==> config.mk <==
export PLATFORM = sky130hd
export DESIGN_NAME = ex_mem_skid_reg
export DESIGN_NICKNAME = d
export VERILOG_FILES = /design/src/rtl/ex_mem_skid_reg.sv
export SDC_FILE = /design/constraint.sdc
export NUM_CORES = 1
export LEC_CHECK = 0
export CAP_MARGIN = 25
export CORE_ASPECT_RATIO = 0.9
export CORE_MARGIN = 3
export CORE_UTILIZATION = 50
export CTS_BUF_LIST = sky130_fd_sc_hd__clkbuf_8
export DETAILED_ROUTE_END_ITERATION = 6
export HOLD_SLACK_MARGIN = 0.03
export PLACE_DENSITY = 0.8
export SYNTH_ARGS = -nofsm -noshare
export SYNTH_HDL_FRONTEND = slang
export SYNTH_SLANG_ARGS = --single-unit
==> constraint.sdc <==
create_clock -name clk -period 4.9 [get_ports clk]
set_input_delay 0.735 -clock clk [delete_from_list [all_inputs] [get_ports clk]]
set_output_delay 0.735 -clock clk [all_outputs]
set_load 0.01 [all_outputs]
==> src/rtl/ex_mem_skid_reg.sv <==
`default_nettype none
// ============================================================================
// Module   : ex_mem_skid_reg
// Brief    : EX->MEM pipeline register with a two-entry skid buffer and flush.
// Revision : 1.0
// ============================================================================
module ex_mem_skid_reg #(
    parameter int DWIDTH = 32,
    parameter int RADDR  = 5
) (
    input  logic              clk,
    input  logic              rst_n,
    input  logic              flush,
    input  logic              in_valid,
    output logic              in_ready,
    input  logic [DWIDTH-1:0] in_alu_out,
    input  logic [DWIDTH-1:0] in_store_data,
    input  logic [DWIDTH-1:0] in_pc,
    input  logic [RADDR-1:0]  in_rd,
    input  logic              in_rd_we,
    input  logic              in_mem_rd,
    input  logic              in_mem_wr,
    output logic              out_valid,
    input  logic              out_ready,
    output logic [DWIDTH-1:0] out_alu_out,
    output logic [DWIDTH-1:0] out_store_data,
    output logic [DWIDTH-1:0] out_pc,
    output logic [RADDR-1:0]  out_rd,
    output logic              out_rd_we,
    output logic              out_mem_rd,
    output logic              out_mem_wr
);

    localparam int PW = 3*DWIDTH + RADDR + 3;

    // Encoding is {main_valid, skid_valid}; 2'b01 can never be reached.
    typedef enum logic [1:0] {
        EMPTY = 2'b00,
        FULL1 = 2'b10,
        FULL2 = 2'b11
    } state_t;

    state_t          state_q, state_d;
    logic [PW-1:0]   main_q, main_d;
    logic [PW-1:0]   skid_q, skid_d;
    logic [PW-1:0]   in_pl;
    logic            in_xfer;
    logic            out_xfer;

    assign in_pl = {in_alu_out, in_store_data, in_pc, in_rd, in_rd_we, in_mem_rd, in_mem_wr};
    assign {out_alu_out, out_store_data, out_pc, out_rd, out_rd_we, out_mem_rd, out_mem_wr} = main_q;

    // Both handshake outputs come straight from state flops, so a downstream
    // stall never reaches in_ready in the same cycle.
    assign out_valid = state_q[1];
    assign in_ready  = ~state_q[0];

    assign in_xfer  = in_valid & in_ready;
    assign out_xfer = out_valid & out_ready;

    always_comb begin
        state_d = state_q;
        main_d  = main_q;
        skid_d  = skid_q;
        if (flush) begin
            state_d = EMPTY;
        end else begin
            case (state_q)
                EMPTY: begin
                    if (in_xfer) begin
                        main_d  = in_pl;
                        state_d = FULL1;
                    end
                end
                FULL1: begin
                    if (in_xfer && out_xfer) begin
                        main_d = in_pl;
                    end else if (out_xfer) begin
                        state_d = EMPTY;
                    end else if (in_xfer) begin
                        skid_d  = in_pl;
                        state_d = FULL2;
                    end
                end
                FULL2: begin
                    if (out_xfer) begin
                        main_d  = skid_q;
                        state_d = FULL1;
                    end
                end
                default: state_d = EMPTY;
            endcase
        end
    end

    always_ff @(posedge clk or negedge rst_n) begin
        if (!rst_n) begin
            state_q <= EMPTY;
            main_q  <= '0;
            skid_q  <= '0;
        end else begin
            state_q <= state_d;
            main_q  <= main_d;
            skid_q  <= skid_d;
        end
    end

endmodule
`default_nettype wire

==> results of run 1 <==
power groups by stage:
| stage | clock network, mW | registers [mW] | logic, mW |
|---|---|---|---|
| after floorplan | 0 | 3.20 | 1.48 |
| after global placement | 0 | 3.06 | 2.87 |
| after detailed placement | 0 | 3.12 | 2.96 |
| after CTS | 1.57 | 3.11 | 2.98 |
| after global routing | 1.65 | 3.20 | 3.13 |
| final | 1.52 | 3.11 | 2.93 |
metal layers:
metal / vias to the layer above / GRT usage / part of all wire
met5: - / 0 / 0.00063
met4: 2 / 0.05992 / 0.016
met3: 32 / 0.07867 / 0.094
met2: 177 / 0.3188 / 0.46
li1: 2529 / - / -
met1: 2851 / 0.2600 / 0.43
cell usage after synthesis (all sizes together):
cell / instances / area share
nand2b: 3 / 0.0028
dfrtp: 210 / 0.56
xnor2: 1 / 0.00093
a22oi: 1 / 0.0013
mux2i: 2 / 0.0021
nor2: 1 / 0.00040
nor3b: 1 / 0.0013
a211o: 1 / 0.00093
o21ai: 1 / 0.00053
nand3: 2 / 0.0016
inv: 2 / 0.00080
clkbuf: 5 / 0.0020
a21boi: 1 / 0.00080
buf: 29 / 0.020
nand2: 3 / 0.0015
ha: 5 / 0.0067
mux2: 312 / 0.40
final cells by class:
type | count | share of cell area
Multi-Input combinational cell | 334 | 0.3187
Clock inverter | 14 | 0.005232
Clock buffer | 46 | 0.05092
Timing Repair Buffer | 221 | 0.1778
Tap cell | 240 | 0.02415
Sequential cell | 210 | 0.4226
Inverter | 2 | 0.0006037
logic make-up (layout without fill, tap and decap cells):
kind of cell / Yosys count / in the layout / share of synthesized area
muxes: 314 / 314 / 0.3996
DFF: 210 / 210 / 0.5587
buffers and inverters: 36 / 283 / 0.02288
and+or+nand+nor: 10 / 10 / 0.007582
adders and majority gates: 5 / 5 / 0.006652
AOI/OAI and AO/OA: 4 / 4 / 0.003592
xor gates and xnor gates: 1 / 1 / 0.0009314
metrics by stage:
step | util | power, mW | cells | area [µm²]
2_1_floorplan | - | 4.683 | 580 | 9405
3_3_place_gp | 0.6515 | 5.933 | 1007 | 11740
3_5_place_dp | 0.6515 | 6.082 | 1007 | 11740
4_1_cts | 0.6902 | 7.655 | 1067 | 12430
5_1_grt | 0.6902 | 7.987 | 1067 | 12430
6_report | 0.6902 | 7.564 | 1067 | 12430
critical path: stages, from the launching register on:
cell     delay (ns)
dfrtp_1        0.53
ha_4           0.67
a22oi_2        0.22
nand3_4        0.41
buf_4          0.47
mux2_2         0.39
state kept, by name, summed over array words and instances (netlist names):
signal / count
main_q: 104
skid_q: 104
state_q: 2
path summary, 6_finish.rpt:
check	startpoint	endpoint	slack, ns	depth (start not counted)
max	state_q[1]$_DFFE_PN0P_	main_q[102]$_DFFE_PN0P_	2.05	5
min	rst_n	main_q[51]$_DFFE_PN0P_	0.31	1
max reg2reg	state_q[1]$_DFFE_PN0P_	main_q[102]$_DFFE_PN0P_	2.05	5
min reg2reg	skid_q[78]$_DFFE_PN0P_	skid_q[78]$_DFFE_PN0P_	0.49	1
max in group asynchronous	rst_n	main_q[64]$_DFFE_PN0P_	3.30	2
min in group clk	skid_q[78]$_DFFE_PN0P_	skid_q[78]$_DFFE_PN0P_	0.49	1
==> impl_metrics.env, run 1 <==
export IMPL_cp_start_kind="register"
export IMPL_crit_type="reg2reg"
export IMPL_ys_ff_latch=210
export IMPL_final_cell_mix="213 x clkdlybuf4s50_1, 210 x dfrtp_1, 192 x mux2_2"
export IMPL_dp_hpwl_mm=13.85
export IMPL_grt_use_total=0.2019
export IMPL_hold_ws_ns=0.3135
export IMPL_fillers=1202
export IMPL_cp_end_kind="register"
export IMPL_post_cts_buffers=0
export IMPL_p_int_mw=5.348
export IMPL_syn_avg_cell_area_um2=16.22
export IMPL_grt_pass1_wl_mm=32.84
export IMPL_maxCapViolations=0
export IMPL_drt_iter0_markers=171
export IMPL_seqPwrFrac=0.411
export IMPL_dpl_worst_slack_ns=1.796
export IMPL_final_common_cell="clkdlybuf4s50_1"
export IMPL_layout_drive_gt1_share=0.3857
export IMPL_drc=0
export IMPL_wl_per_cell_um=19.45
export IMPL_areaGrowthSynthToFinish_pct=32.21
export IMPL_period_share=0.5822
export IMPL_antenna_cells=0
export IMPL_grt_pass1_vias=6203
export IMPL_cts_buffers=36
export IMPL_die_area_um2=20490
export IMPL_setup_tns_ns=0
export IMPL_avgViaCountPerCell=5.240
export IMPL_drtAntennaViolNets=0
export IMPL_fmax_ghz=0.3505
export IMPL_syn_area_um2=9405
export IMPL_ys_seq_area_frac=0.5587
export IMPL_skew_ns=0.01265
export IMPL_worstMarginPinSlew_ns=0.8632
export IMPL_cts_resized=0
export IMPL_portBuffers=214
export IMPL_crit_required_ns=5.29
export IMPL_rows=46
export IMPL_path_clk_slew_ns=0.06
export IMPL_setup_viol=0
export IMPL_wirelength_mm=20.75
export IMPL_final_seq_area_um2=5255
export IMPL_yosysWarnings=0
export IMPL_final_hold_viol_count=0
export IMPL_clock_root_buffer="clkbuf_8"
export IMPL_holdBufCountCts=0
export IMPL_grt_max_degree=108
export IMPL_antenna_found_initial=1
export IMPL_comb_power_share=0.387
export IMPL_clockBufferDepth=3
export IMPL_synthCells=580
export IMPL_multi_input_area_um2=3963
export IMPL_synth_distinct_cells=23
export IMPL_clock_sinks=210
export IMPL_drt_first_pass_iters=4
export IMPL_status="completed"
export IMPL_rsz0062_at_grt="false"
export IMPL_slew_headroom=0.4245
export IMPL_ioPinCount=215
export IMPL_h_tree_depth=2
export IMPL_gp_congestion=0.7613
export IMPL_fp_dieH_um=136.1
export IMPL_p_clk_frac=0.202
export IMPL_period_needed_ns=2.853
export IMPL_fin_ws_ns=2.047
export IMPL_core_area_um2=18010
export IMPL_maxSlewViolCount=0
export IMPL_powerDensity_nw_per_um2=608.3
export IMPL_initial_core_util=0.5221
export IMPL_clk_latency_ns=0.51
export IMPL_die_w_um=150.6
export IMPL_max_vdd_ir_drop_uv=318.1
export IMPL_arrival_ns=3.24
export IMPL_synthesis_nets=694
export IMPL_dr_total_vias=5591
export IMPL_power_leakage_nw=5.437
export IMPL_hold_path_class="in2async"
export IMPL_p_sw_frac=0.2930
export IMPL_grt_ovfl_total=0
export IMPL_finalNetCount=919
export IMPL_switchingPower_mw=2.216
export IMPL_cts_tree="built"
export IMPL_crit_fanout=47
(Power assumes the default switching activity.)
==> run 2, diff against run 1 <==
==> constraint.sdc (replaced) <==
create_clock -name clk -period 2.7 [get_ports clk]
set_input_delay 0.405 -clock clk [delete_from_list [all_inputs] [get_ports clk]]
set_output_delay 0.405 -clock clk [all_outputs]
set_load 0.01 [all_outputs]
==> run 2 against run 1 <==
Effect of this change:
- combinational power is 83% higher
- routed wire length is 2.2% higher
- cell count is 0.28% higher
- highest routed layer unchanged
==> impl_metrics.env, run 2 (synthesis gave the netlist of run 1 again) <==
export IMPL_max_vdd_ir_drop_uv=654.9
export IMPL_slew_headroom=0.6134
export IMPL_drt_iter0_markers=196
export IMPL_fmax_ghz=0.4546
export IMPL_powerDensity_nw_per_um2=1084
export IMPL_ioPinCount=215
export IMPL_h_tree_depth=2
export IMPL_cts_tree="built"
export IMPL_drc=0
export IMPL_wirelength_mm=21.21
export IMPL_critical_path_cell_count=5
export IMPL_grt_pass1_wl_mm=33.55
export IMPL_fp_dieH_um=136.1
export IMPL_antenna_cells=0
export IMPL_crit_fanout=71
export IMPL_drt_first_pass_iters=4
export IMPL_r2r_cells=5
export IMPL_cp_cell_sequence="ha_4 -> a22oi_2 -> nand3_4 -> buf_12 -> mux2_2"
export IMPL_drtAntennaViolNets=0
export IMPL_antenna_found_initial=1
export IMPL_finalNetCount=923
export IMPL_path_clk_slew_ns=0.06
export IMPL_layout_drive_gt1_share=0.3795
export IMPL_cp_num_buf_inv=1
export IMPL_areaGrowthSynthToFinish_pct=32.43
export IMPL_maxSlewViolCount=0
export IMPL_worstMarginPinSlew_ns=0.5799
export IMPL_core_area_um2=18010
export IMPL_setup_viol=0
export IMPL_period_needed_ns=2.200
export IMPL_maxCapViolations=0
export IMPL_crit_family="flip-flops"
export IMPL_clockBufferDepth=3
export IMPL_grt_ovfl_total=0
export IMPL_stdcell_area_um2=12460
export IMPL_grt_use_total=0.2061
export IMPL_initial_core_util=0.5221
export IMPL_avgViaCountPerCell=5.250
export IMPL_power_leakage_nw=5.455
export IMPL_final_cell_mix="213 x clkdlybuf4s50_1, 210 x dfrtp_1, 192 x mux2_2"
export IMPL_die_area_um2=20490
export IMPL_dr_total_vias=5617
export IMPL_crit_required_ns=3.09
export IMPL_period_share=0.8146
export IMPL_gp_congestion=0.7456
export IMPL_cp_end_kind="register"
export IMPL_setup_tns_ns=0
export IMPL_clock_sinks=210
export IMPL_cts_resized=0
export IMPL_rsz0062_at_grt="false"
export IMPL_hold_path_class="in2async"
export IMPL_portBuffers=214
export IMPL_cts_buffers=35
export IMPL_dp_hpwl_mm=14.42
export IMPL_die_w_um=150.6
export IMPL_placed_area_um2=11840
export IMPL_skew_ns=0.01096
export IMPL_grt_pass1_vias=6341
export IMPL_critical_path_slowest_cell="dfrtp_1"
export IMPL_reg_top3="main_q: 104 flops, skid_q: 104 flops, state_q: 2 flops"
export IMPL_final_hold_viol_count=0
export IMPL_grt_max_degree=72
export IMPL_arrival_ns=2.59
export IMPL_cp_start_kind="register"
export IMPL_status="completed"
export IMPL_final_common_cell="clkdlybuf4s50_1"
export IMPL_max_stage_delay_ns=0.53
export IMPL_wl_per_cell_um=19.82
export IMPL_rows=46
export IMPL_crit_type="reg2reg"
export IMPL_clock_root_buffer="clkbuf_8"
export IMPL_clk_latency_ns=0.50
## run 2: cell count changes in the layout (fill, tap and decap cells not counted)
cell           before  now
clkbuf_8           47   38
buf_12              1    7
inv_1              10   16
buf_4               6    4
clkinvlp_4          2    3
dlygate4sd3_1       0    1
## run 2: metal layers
layer | up-vias | share of wire | track usage
li1 | 2536 | - | -
met1 | 2868 | 0.44 | 0.2724
met4 | 2 | 0.012 | 0.04582
met3 | 28 | 0.085 | 0.06900
met2 | 183 | 0.46 | 0.3337
met5 | - | 0.00085 | 0
## run 2: final timing paths
kind,startpoint,end,slack [ns]
worst max-delay path,state_q[1]$_DFFE_PN0P_,main_q[68]$_DFFE_PN0P_,0.50
worst min-delay path,rst_n,main_q[53]$_DFFE_PN0P_,0.49
worst max register to register,state_q[1]$_DFFE_PN0P_,main_q[68]$_DFFE_PN0P_,0.50
worst min register to register,skid_q[46]$_DFFE_PN0P_,skid_q[46]$_DFFE_PN0P_,0.49
max in group asynchronous,rst_n,main_q[46]$_DFFE_PN0P_,1.49
min in group clk,skid_q[46]$_DFFE_PN0P_,skid_q[46]$_DFFE_PN0P_,0.49
## run 2: area by class of cell
cell class | count | area, µm²
well taps | 240 | 300.3
repair buffers | 226 | 2326
multi-input cells | 334 | 3963
clock inverters | 21 | 95.09
flip-flops and latches | 210 | 5255
fillers | 1268 | 5559
clock buffers | 37 | 509.2
inverters | 2 | 7.507
## run 2: where the power goes
group          switching (mW)  internal [mW]  leakage (nW)  total, mW
combinational            1.91           3.46          2.59       5.37
clock                    1.20           1.26         0.357       2.47
sequential              0.918           4.76          2.51       5.67
total                    4.03           9.47          5.45       13.5
## run 2: per-stage QoR
step	utilization	setup slack (ns)	hold WS [ns]	power, mW	instances
6_report	0.6914	0.5004	0.4853	13.51	1070
5_1_grt	0.6914	0.3956	0.4965	14.26	1070
4_1_cts	0.6914	0.4950	0.4784	13.66	1070
3_5_place_dp	0.6573	0.4348	0.4594	11.10	1011
3_3_place_gp	0.6573	0.4568	0.4496	10.81	1011
2_1_floorplan	-	0.7132	0.1094	8.499	580
## run 2: repair_timing
action                                  in CTS  in global routing
hold buffers                                 1                  0
endpoints found under the setup margin       0                  0
buffers inserted                             0                  0
endpoints found under the hold margin       65                  0
==> run 3, diff against run 2 <==
==> constraint.sdc (replaced) <==
create_clock -name clk -period 2.3 [get_ports clk]
set_input_delay 0.345 -clock clk [delete_from_list [all_inputs] [get_ports clk]]
set_output_delay 0.345 -clock clk [all_outputs]
set_load 0.01 [all_outputs]
==> run 3 against run 2 <==
Effect of this change:
- via count shrank 0.93%
- total power grew 18%
- non-clock buffer count is the same
- cell area grew 0.40%
- utilization grew 0.28 points
- largest power group unchanged
==> impl_metrics.env, run 3 (synthesis gave the netlist of run 1 again) <==
export IMPL_rows=46
export IMPL_layout_drive_gt1_share=0.3844
export IMPL_max_vdd_ir_drop_uv=753.9
export IMPL_crit_fanout=5
export IMPL_antenna_cells=0
export IMPL_setup_tns_ns=0
export IMPL_clock_root_buffer="clkbuf_8"
export IMPL_antenna_found_initial=1
export IMPL_drt_first_pass_iters=4
export IMPL_wl_per_cell_um=19.18
export IMPL_top_usage_layer="met2"
export IMPL_cts_resized=0
export IMPL_global_route_usage_met2=0.3103
export IMPL_die_w_um=150.6
export IMPL_clk_latency_ns=0.51
export IMPL_hold_path_class="in2async"
export IMPL_fmax_ghz=0.4877
export IMPL_rsz0062_at_grt="false"
export IMPL_grt_use_met1=0.2638
export IMPL_final_common_cell="clkdlybuf4s50_1"
export IMPL_grt_ovfl_total=0
export IMPL_reg_top3="main_q: 104 flops, skid_q: 104 flops, state_q: 2 flops"
export IMPL_avgViaCountPerCell=5.240
export IMPL_cts_buffers=35
export IMPL_fin_util=0.6942
export IMPL_drt_iter0_markers=160
export IMPL_core_area_um2=18010
export IMPL_gr_usage_met3=0.07433
export IMPL_path_clk_slew_ns=0.06
export IMPL_power_leakage_nw=5.456
export IMPL_skew_ns=0.01639
export IMPL_setup_viol=0
export IMPL_placed_area_um2=11870
export IMPL_fp_dieH_um=136.1
export IMPL_finalNetCount=923
export IMPL_gp_congestion=0.7678
export IMPL_ioPinCount=215
export IMPL_slew_headroom=0.6755
export IMPL_final_hold_viol_count=0
export IMPL_period_share=0.8915
export IMPL_grt_pass1_vias=6106
export IMPL_clock_sinks=210
export IMPL_h_tree_depth=2
export IMPL_initial_core_util=0.5221
export IMPL_maxSlewViolCount=0
export IMPL_dr_total_vias=5565
export IMPL_grt_use_total=0.1998
export IMPL_cp_end_kind="output port"
export IMPL_areaGrowthSynthToFinish_pct=32.96
export IMPL_crit_type="reg2out"
export IMPL_drc=0
export IMPL_fin_ws_ns=0.2495
export IMPL_stdcell_area_um2=12510
export IMPL_powerDensity_nw_per_um2=1277
export IMPL_fillers=1206
export IMPL_crit_required_ns=1.96
export IMPL_arrival_ns=1.71
export IMPL_period_needed_ns=2.051
export IMPL_final_cell_mix="213 x clkdlybuf4s50_1, 210 x dfrtp_1, 192 x mux2_2"
export IMPL_startpoint="state_q[0]$_DFFE_PN0P_"
export IMPL_post_cts_buffers=0
export IMPL_dpl_worst_slack_ns=0.1651
export IMPL_worstMarginPinSlew_ns=0.4867
export IMPL_status="completed"
export IMPL_wirelength_mm=20.37
export IMPL_cts_tree="built"
export IMPL_grt_max_degree=59
export IMPL_maxCapViolations=0
export IMPL_cp_start_kind="register"
export IMPL_die_area_um2=20490
export IMPL_r2r_start="state_q[1]$_DFFE_PN0P_"
export IMPL_drtAntennaViolNets=0
export IMPL_grt_pass1_wl_mm=32.47
export IMPL_clockBufferDepth=3
export IMPL_portBuffers=214
export IMPL_dp_hpwl_mm=13.63
## run 3: path summary, 6_finish.rpt
kind,end,slack (ns),cells after the start
max,in_ready,0.25,2
min,skid_q[50]$_DFFE_PN0P_,0.37,2
max reg2reg,main_q[49]$_DFFE_PN0P_,0.34,6
min reg2reg,skid_q[81]$_DFFE_PN0P_,0.49,1
max in group asynchronous,main_q[88]$_DFFE_PN0P_,1.23,3
min in group clk,skid_q[46]$_DFFE_PN0P_,0.46,2
## run 3: layout make-up
cell class	count	area, µm²	area share
Sequential cell	210	5255	0.4202
Multi-Input combinational cell	334	3963	0.3169
Timing Repair Buffer	226	2351	0.1880
Clock buffer	44	605.6	0.04842
Tap cell	240	300.3	0.02401
Clock inverter	6	23.77	0.001901
Inverter	2	7.507	0.0006003
## run 3: routing by layer
| layer | wire [µm] | vias to the layer above |
|---|---|---|
| li1 | - | 2520 |
| met1 | 8901 | 2815 |
| met2 | 9182 | 192 |
| met3 | 1854 | 36 |
| met4 | 416 | 2 |
| met5 | 13 | - |
## run 3: metrics by stage
stage / hold WS, ns / power (mW) / instances
3_5_place_dp: 0.3532 / 13.02 / 1011
3_3_place_gp: 0.3529 / 12.66 / 1011
6_report: 0.3692 / 15.97 / 1062
4_1_cts: 0.3683 / 16.18 / 1062
5_1_grt: 0.3851 / 16.88 / 1062
2_1_floorplan: 0.04941 / 9.978 / 580
## run 3: repair_timing
| action | 4_1_cts | 5_1_grt |
|---|---|---|
| hold buffers | 1 | 0 |
| endpoints found under the hold margin | 54 | 0 |
| setup endpoints to repair | 0 | 0 |
## run 3: worst max-delay path: stages (launching register included)
cell,delay [ns]
dfrtp_1,0.44
inv_1,0.16
clkdlybuf4s50_1,0.61
## run 3: report_power, final
group | internal [mW] | total [mW] | switching (mW) | leakage, nW
logic | 4.07 | 6.28 | 2.21 | 2.60
clock network | 1.69 | 3.06 | 1.37 | 0.347
registers | 5.58 | 6.64 | 1.05 | 2.51
total | 11.3 | 16.0 | 4.63 | 5.46
